<file path="src/rtl/zero_detector_scheduler.sv">
// rtl/zero_detector_scheduler.sv - round-robin time-sharing of one Mealy zero-detector; option macro ZDS_PRIORITY_EN
module zero_detector_scheduler #(
   parameter int N_REQ    = 4,
   parameter int SLOT_LEN = 16,
   localparam int ID_W    = $clog2(N_REQ),
   localparam int CNT_W   = $clog2(SLOT_LEN + 1),
   localparam int LEN_W   = $clog2(SLOT_LEN + 1)
) (
   input  logic              clock,
   input  logic              reset,
   input  logic [N_REQ-1:0]  req,
   input  logic [N_REQ-1:0]  x_req,
   output logic [N_REQ-1:0]  gnt,
   output logic              det_x,
   output logic              det_reset_n,
   input  logic              det_y,
   output logic              rpt_valid,
   output logic [ID_W-1:0]   rpt_id,
   output logic [CNT_W-1:0]  rpt_count,
   output logic              rpt_abort
);

   localparam logic [1:0] S_IDLE   = 2'd0;
   localparam logic [1:0] S_FLUSH  = 2'd1;
   localparam logic [1:0] S_RUN    = 2'd2;
   localparam logic [1:0] S_REPORT = 2'd3;

`ifdef ZDS_PRIORITY_EN
   localparam bit PRIO_EN = 1'b1;
`else
   localparam bit PRIO_EN = 1'b0;
`endif

   logic [1:0]       state;
   logic [ID_W-1:0]  owner;
   logic [ID_W-1:0]  rr;
   logic [CNT_W-1:0] count;
   logic [LEN_W-1:0] len;
   logic             slot_abort;

   logic [ID_W-1:0]  pick;
   logic             pick_ok;
   logic [ID_W-1:0]  idx_w;
   int               idx;
   logic [ID_W-1:0]  next_rr;

   // Arbitration: requester 0 first when prioritised, else first set request at or after rr
   always_comb begin
      pick    = '0;
      pick_ok = 1'b0;
      idx     = 0;
      idx_w   = '0;
      if (PRIO_EN && req[0]) begin
         pick_ok = 1'b1;
      end
      for (int k = 0; k < N_REQ; k++) begin
         idx   = (int'(rr) + k) % N_REQ;
         idx_w = ID_W'(idx);
         if (!pick_ok && req[idx_w] && !(PRIO_EN && idx == 0)) begin
            pick    = idx_w;
            pick_ok = 1'b1;
         end
      end
   end

   assign next_rr = (owner == ID_W'(N_REQ - 1)) ? '0 : owner + 1'b1;

   // Slot sequencing: grant, flush the detector, run, then report once
   always_ff @(posedge clock or posedge reset) begin
      if (reset) begin
         state      <= S_IDLE;
         owner      <= '0;
         rr         <= '0;
         count      <= '0;
         len        <= '0;
         slot_abort <= 1'b0;
         gnt        <= '0;
      end else begin
         case (state)
            S_IDLE: begin
               if (pick_ok) begin
                  owner      <= pick;
                  gnt        <= N_REQ'(1) << pick;
                  count      <= '0;
                  len        <= '0;
                  slot_abort <= 1'b0;
                  state      <= S_FLUSH;
               end
            end
            S_FLUSH: begin
               state <= S_RUN;
            end
            S_RUN: begin
               // A dropped request ends the slot and its bit on this edge is discarded
               if (!req[owner]) begin
                  slot_abort <= 1'b1;
                  state      <= S_REPORT;
               end else begin
                  len <= len + 1'b1;
                  if (det_y && (count != '1)) begin
                     count <= count + 1'b1;
                  end
                  if (len == LEN_W'(SLOT_LEN - 1)) begin
                     state <= S_REPORT;
                  end
               end
            end
            S_REPORT: begin
               gnt <= '0;
               // A priority slot of requester 0 leaves the rotation untouched
               if (!(PRIO_EN && owner == '0)) begin
                  rr <= next_rr;
               end
               state <= S_IDLE;
            end
            default: begin
               state <= S_IDLE;
            end
         endcase
      end
   end

   assign det_reset_n = (state == S_RUN);
   assign det_x       = (state == S_RUN) && x_req[owner];
   assign rpt_valid   = (state == S_REPORT);
   assign rpt_id      = owner;
   assign rpt_count   = count;
   assign rpt_abort   = slot_abort;

endmodule

</file>
<file path="config.mk">
export PLATFORM = sky130hd
export DESIGN_NAME = zero_detector_scheduler
export DESIGN_NICKNAME = d
export VERILOG_FILES = /design/src/rtl/zero_detector_scheduler.sv
export SDC_FILE = /design/constraint.sdc
export NUM_CORES = 1
export LEC_CHECK = 0
export CAP_MARGIN = 20
export CORE_UTILIZATION = 28
export CTS_CLUSTER_SIZE = 10
export DETAILED_ROUTE_END_ITERATION = 10
export PLACE_DENSITY = 0.6
export SLEW_MARGIN = 0
export SYNTH_ARGS = -nofsm -noshare
export SYNTH_HDL_FRONTEND = slang
export SYNTH_SLANG_ARGS = --single-unit
</file>
<file path="constraint.sdc">
create_clock -name clock -period 5.1 [get_ports clock]
set_input_delay 1.02 -clock clock [delete_from_list [all_inputs] [get_ports clock]]
set_output_delay 1.02 -clock clock [all_outputs]
set_load 0.03 [all_outputs]
</file>
==> impl_results.md, run 1 <==
- Worst-margin pin slew: 822.0 ps
- CP max stage delay: 580 ps
- Vias per cell: 5.090
- CTS Buf Count: 3
- Total grt overflow: 0
- Maxcap violations: 0
- Synth Instances: 124
- DR DRC count: 0
- Layout cells sized above 1: 6.623%
- GPL Wtd Cong: 0.7296
- Iter 0 DRT Violations: 37
- VDD IR max: 323.1 uV
- CP bufs+invs: 2
- Final Slew Violations: 0
- Critical Path Fanout Max: 1
- Number of unique standard cell types used by synthesis: 34
- Arrival time at the worst endpoint: 2660 ps
- Hold Buf Count CTS: 0
- Final Critical Period: 3676 ps
- Sink Count: 21
- Status: completed
- Post-CTS Resized: 0
- Largest family of logic cells by synthesized area: simple AND/OR/NAND/NOR gates
- Routed Antenna Nets: 0
- Critical Path End Type: output port
- Post-synthesis simple-gate area fraction: 17.79%
- Fin crit share: 72.07%
- Endpoints failing hold: 0
- RSZ-0062 raised after global routing: no
- Leak Pwr: 0.6755 nW
- Most frequent cells in the layout: clkdlybuf4s50_1, dfrtp_1, nand2_1, o21ai_0
- Clock Latency Late Sink: 260 ps
- Yosys reg bits: 21
- Compound-cell area share of the yosys netlist: 15.44%
- IO buf count: 25
- Longest Clk Path Bufs: 2
- H-Tree Depth: 1
- # diodes: 0
- Ports: 26
- WL per Instance: 13.86 um
- GRT Total Usage: 13.14%
- TritonCTS clock tree: yes
- Worst Hold Class: reg2reg
- Die Ht: 68.11 um
- Slew HR: 45.14%
- Clock transition at path regs: 80 ps
- Seq/Total Area, Yosys: 42.94%
- # fillers: 400
- Most used cell, CP: clkdlybuf4s50_1
- Final #Nets: 172
- Hpwl dp: 2.093 mm
- Setup-failing EPs final: 0
- Pin count of the biggest net entering global routing: 22
- Commonest non-fill, non-tap cell in the layout: clkdlybuf4s50_1
- Mux contribution to synthesized area: 9.305%
- Vias in the first global route: 1052
- Slowest CP cell: clkdlybuf4s50_1
- Data required, critical path: 4080 ps
- DIE AREA: 0.004638 mm^2
- Initial Util: 29.94%
- CP Cell Sequence: clkdlybuf4s50_1 > mux4_1 > and2_1 > clkdlybuf4s50_1
- Synth Area per Inst: 9.868 um^2
- Multi-input logic area: 659.4 um^2
- Initial antenna violation count: 0
- Clk_skew: 2.634 ps
- Yosys warns: 0
- Post-synth EDFFs: 0
- WL final: 2.786 mm
- P per Cell Area: 542.7 mW/mm^2
- Via count: 1023
- Syn Nets: 144
- # Post-CTS Setup Buffers: 0
- Synthesis-to-layout area growth: 28.53%
- Post-synthesis xor/xnor area fraction: 2.147%
- Minimum hold slack: 496.7 ps
- Total power: 0.0008535 W
- Final setup TNS: 0 ps
- First-pass GRT wire length: 4.526 mm
- Synth Area in Adders: 9.202%
- Core area: 0.004086 mm^2
- Max Freq: 272.1 MHz
- Startpoint Class: input port
- Sequential cell area: 525.5 um^2
- Cell row count: 23
- WS Path Type: in2out
- Async set-or-reset flop fraction in the synthesized netlist: 100.0%
- Most used DFF post-synth: dfrtp_1
- Cell family contributing the most delay on the critical path: buffers and inverters
- Root Buffer: clkbuf_8
- Synthesized area: 0.001224 mm^2
- Pre-antenna DRT Iters: 4
- Die Width: 68.11 um
-- cells in the mapped netlist (2+ instances only) --
library cell | instances | share of area (%)
o31ai_1 | 3 | 1.8
mux2i_1 | 2 | 1.6
nand3_1 | 4 | 1.6
inv_1 | 8 | 2.5
o21ai_0 | 12 | 4.9
xor2_1 | 3 | 2.1
or4_1 | 3 | 1.8
and2_1 | 2 | 1.0
nor3_1 | 2 | 0.82
nor2_1 | 9 | 2.8
dfrtp_1 | 21 | 43
and3_1 | 3 | 1.5
nand2_1 | 12 | 3.7
a32o_1 | 3 | 2.5
mux2_2 | 2 | 1.8
ha_1 | 9 | 9.2
a21oi_1 | 9 | 3.7
-- metal layers --
| metal | vias up | GRT usage (%) | share of wire, % |
|---|---|---|---|
| li1 | 501 | - | - |
| met1 | 502 | 15.93 | 47 |
| met2 | 16 | 23.16 | 49 |
| met3 | 4 | 1.500 | 2.3 |
| met4 | 0 | 5.729 | 1.0 |
| met5 | - | 0 | 0 |
-- metrics by stage --
stage / util [%] / area (um^2) / instances / setup WS [ps]
global placement: 37.39 / 1528 / 197 / 1426
floorplan: - / 1224 / 124 / 2335
detailed placement: 37.39 / 1528 / 197 / 1412
CTS: 38.49 / 1573 / 201 / 1405
global route: 38.49 / 1573 / 201 / 1347
finish: 38.49 / 1573 / 201 / 1424
-- layout make-up --
class	count	share of cell area, %
clock buffers	4	2.864
well taps	50	3.978
repair buffers	25	15.91
flip-flops and latches	21	33.41
inverters	8	1.909
multi-input cells	93	41.93
-- where the power goes --
| part | internal (W) | total [W] | switching, W |
|---|---|---|---|
| combinational | 0.000193 | 0.000468 | 0.000275 |
| sequential | 0.000222 | 0.000274 | 0.0000525 |
| clock | 0.0000557 | 0.000111 | 0.0000556 |
-- state kept, by name (all words and copies together) (netlist names) --
| register | cells |
|---|---|
| rpt_abort | 1 |
| rpt_id | 2 |
| gnt | 4 |
| rr | 2 |
| state | 2 |
| len | 5 |
| rpt_count | 5 |
-- cell families after synthesis --
kind of cell	after synthesis
and+or+nand+nor	43
DFF	21
buffers and inverters	10
muxes	7
adders and majority gates	9
AOI/OAI and AO/OA	31
xor gates and xnor gates	3
-- worst paths after layout --
check,from,endpoint,slack (ps),depth (start not counted)
setup / recovery,x_req[1],det_x,1420,4
hold reg to reg,gnt[0]$_DFFE_PP0P_,gnt[0]$_DFFE_PP0P_,500,1
setup reg to reg,rpt_id[0]$_DFFE_PP0P_,state[1]$_DFFE_PP0P_,3210,4
max in group asynchronous,reset,rr[1]$_DFFE_PP0P_,3380,2
hold / removal,gnt[0]$_DFFE_PP0P_,gnt[0]$_DFFE_PP0P_,500,1
min in group asynchronous,reset,len[1]$_DFFE_PP0P_,1210,2
No activity file was read; power rests on OpenSTA's default activity.
==> run 2: changes to the inputs <==
clock period = 3.4 ns   (was 5.1 ns; I/O delays follow)
==> run 2 against run 1 <==
  * Clock skew shrank 1.5 ps
  * Largest cell class unchanged
  * Power grew 49%
  * Sequential share of layout area shrank 0.16 points
  * Hold slack gained 1.2 ps
  * Register-to-register slack lost 1700 ps
==> impl_results.md, run 2 (synthesized netlist as in run 1, its figures left out) <==
- Status: completed
- # Post-CTS Setup Buffers: 0
- CP max stage delay: 580 ps
- Met3 wire length: 95 um
- Total grt overflow: 0
- Most frequent cells in the layout: clkdlybuf4s50_1, dfrtp_1, nand2_1, o21ai_0
- Pre-antenna DRT Iters: 4
- Startpoint Class: input port
- Iter 0 DRT Violations: 55
- Vias per cell: 5.054
- Worst R2R End: len[3]$_DFFE_PP0P_
- # diodes: 0
- Arrival time at the worst endpoint: 2320 ps
- WL met2: 1.342 mm
- Max Freq: 333.7 MHz
- Pin count of the biggest net entering global routing: 22
- Slowest CP cell: clkdlybuf4s50_1
- Initial Util: 29.94%
- # fillers: 400
- Via count: 1021
- Sink Count: 21
- Final setup TNS: 0 ps
- DR top layer: met4
- H-Tree Depth: 1
- Data required, critical path: 2720 ps
- DIE AREA: 0.004638 mm^2
- Most used cell, CP: clkdlybuf4s50_1
- Clock power share: 12.9%
- Critical Path Fanout Max: 1
- First-pass GRT wire length: 4.540 mm
- CP Cell Sequence: clkdlybuf4s50_1 > mux4_1 > and2_1 > clkdlybuf4s50_1
- Clk_skew: 1.138 ps
- Cell row count: 23
- P per Cell Area: 806.3 mW/mm^2
- Min-delay src: gnt[0]$_DFFE_PP0P_
- Slew HR: 44.74%
- Clock transition at path regs: 80 ps
- Cell family contributing the most delay on the critical path: buffers and inverters
- TritonCTS clock tree: yes
- Final #Nets: 173
- WL per Instance: 13.44 um
- WL final: 2.715 mm
- Ports: 26
- WS Path Type: in2out
- Critical Path End Type: output port
- Worst-margin pin slew: 827.9 ps
- Maxcap violations: 0
- Switching pwr: 0.0005672 W
- Worst Hold Class: reg2reg
- Leak Pwr: 0.6808 nW
- Endpoints failing hold: 0
- DR DRC count: 0
- DP Worst Slack: 400.7 ps
- IO buf count: 25
- Die Width: 68.11 um
- Die Ht: 68.11 um
- Min-Delay Path Depth: 1
- Combinational fraction of design power: 54.8%
- GRT Total Usage: 13.27%
- RSZ-0062 raised after global routing: no
- GPL Wtd Cong: 0.7379
- Core area: 0.004086 mm^2
- Synthesis-to-layout area growth: 29.14%
- Sw frac: 44.51%
- Commonest non-fill, non-tap cell in the layout: clkdlybuf4s50_1
- Routed Antenna Nets: 0
- Initial antenna violation count: 0
- R2R cell count: 5
- Setup-failing EPs final: 0
- Met1 Wirelength: 1.257 mm
- Sequential power share: 32.4%
- Fin crit share: 88.13%
- VDD IR max: 458.6 uV
- Hold Buf Count CTS: 0
- Vias in the first global route: 1086
- Post-CTS Resized: 0
- Root Buffer: clkbuf_8
- RR Startpoint: state[0]$_DFFE_PP0P_
- Hold worst-path end: gnt[0]$_DFFE_PP0P_
- CTS Buf Count: 3
- CP bufs+invs: 2
- Setup slack, reg-to-reg: 1500 ps
- Layout cells sized above 1: 7.237%
- Int Pwr: 0.0007070 W
- Hpwl dp: 2.029 mm
- Final Slew Violations: 0
- Longest Clk Path Bufs: 2
- Final Critical Period: 2996 ps
- Setup ws final: 403.5 ps
- Clock Latency Late Sink: 260 ps
[run 2: changes by cell type in the layout (fill, tap and decap cells not counted)]
cell / previous run / this run
buf_4: 0 / 1
[run 2: power groups by stage]
stage / Combinational [W] / Sequential (W) / Clock [W]
2_1_floorplan: 0.000409 / 0.000477 / 0
3_3_place_gp: 0.000683 / 0.000413 / 0
3_5_place_dp: 0.000701 / 0.000418 / 0
4_1_cts: 0.000707 / 0.000413 / 0.000172
5_1_grt: 0.000769 / 0.000427 / 0.000179
6_report: 0.000698 / 0.000412 / 0.000164
[run 2: per-stage QoR]
| stage | instances | total power [W] | cell area, um^2 | hold slack, ps | util [%] |
|---|---|---|---|---|---|
| global placement | 198 | 0.001096 | 1535 | 477.9 | 37.57 |
| global route | 202 | 0.001375 | 1580 | 514.1 | 38.67 |
| floorplan | 124 | 0.0008861 | 1224 | 456.1 | - |
| detailed placement | 198 | 0.001119 | 1535 | 489.5 | 37.57 |
| CTS | 202 | 0.001292 | 1580 | 507.3 | 38.67 |
| finish | 202 | 0.001274 | 1580 | 497.9 | 38.67 |
[run 2: final cells by class]
| type | instances | area [um^2] | area share [%] |
|---|---|---|---|
| Clock buffer | 4 | 45.04 | 2.850 |
| Inverter | 8 | 30.03 | 1.900 |
| Multi-Input combinational cell | 93 | 659.4 | 41.73 |
| Sequential cell | 21 | 525.5 | 33.25 |
| Tap cell | 50 | 62.56 | 3.959 |
| Timing Repair Buffer | 26 | 257.7 | 16.31 |
[run 2: metal layers]
layer | track usage, % | up-vias
li1 | - | 508
met5 | 0 | -
met1 | 15.89 | 493
met3 | 1.667 | 2
met2 | 23.16 | 18
met4 | 6.510 | 0
[run 2: worst reg2reg max path, delay by kind of cell (launching register included)]
| kind | cells | cell delay (ps) |
|---|---|---|
| AND/OR/NAND/NOR | 1 | 540 |
| adder cells (fa/ha/maj) | 1 | 440 |
| flip-flops | 1 | 380 |
| multiplexers | 1 | 200 |
| AO/OA/AOI/OAI | 1 | 150 |
| buffers and inverters | 1 | 120 |
[run 2: worst max-delay path by stage]
| stage | start | to | slack [ps] | cells past startpoint |
|---|---|---|---|---|
| after floorplan | state[0]$_DFFE_PP0P_ | det_x | 1230 | 4 |
| after global placement | x_req[1] | det_x | 410 | 4 |
| after detailed placement | x_req[1] | det_x | 400 | 4 |
| after CTS | x_req[1] | det_x | 400 | 4 |
| after global routing | x_req[1] | det_x | 350 | 4 |
| final | x_req[1] | det_x | 400 | 4 |
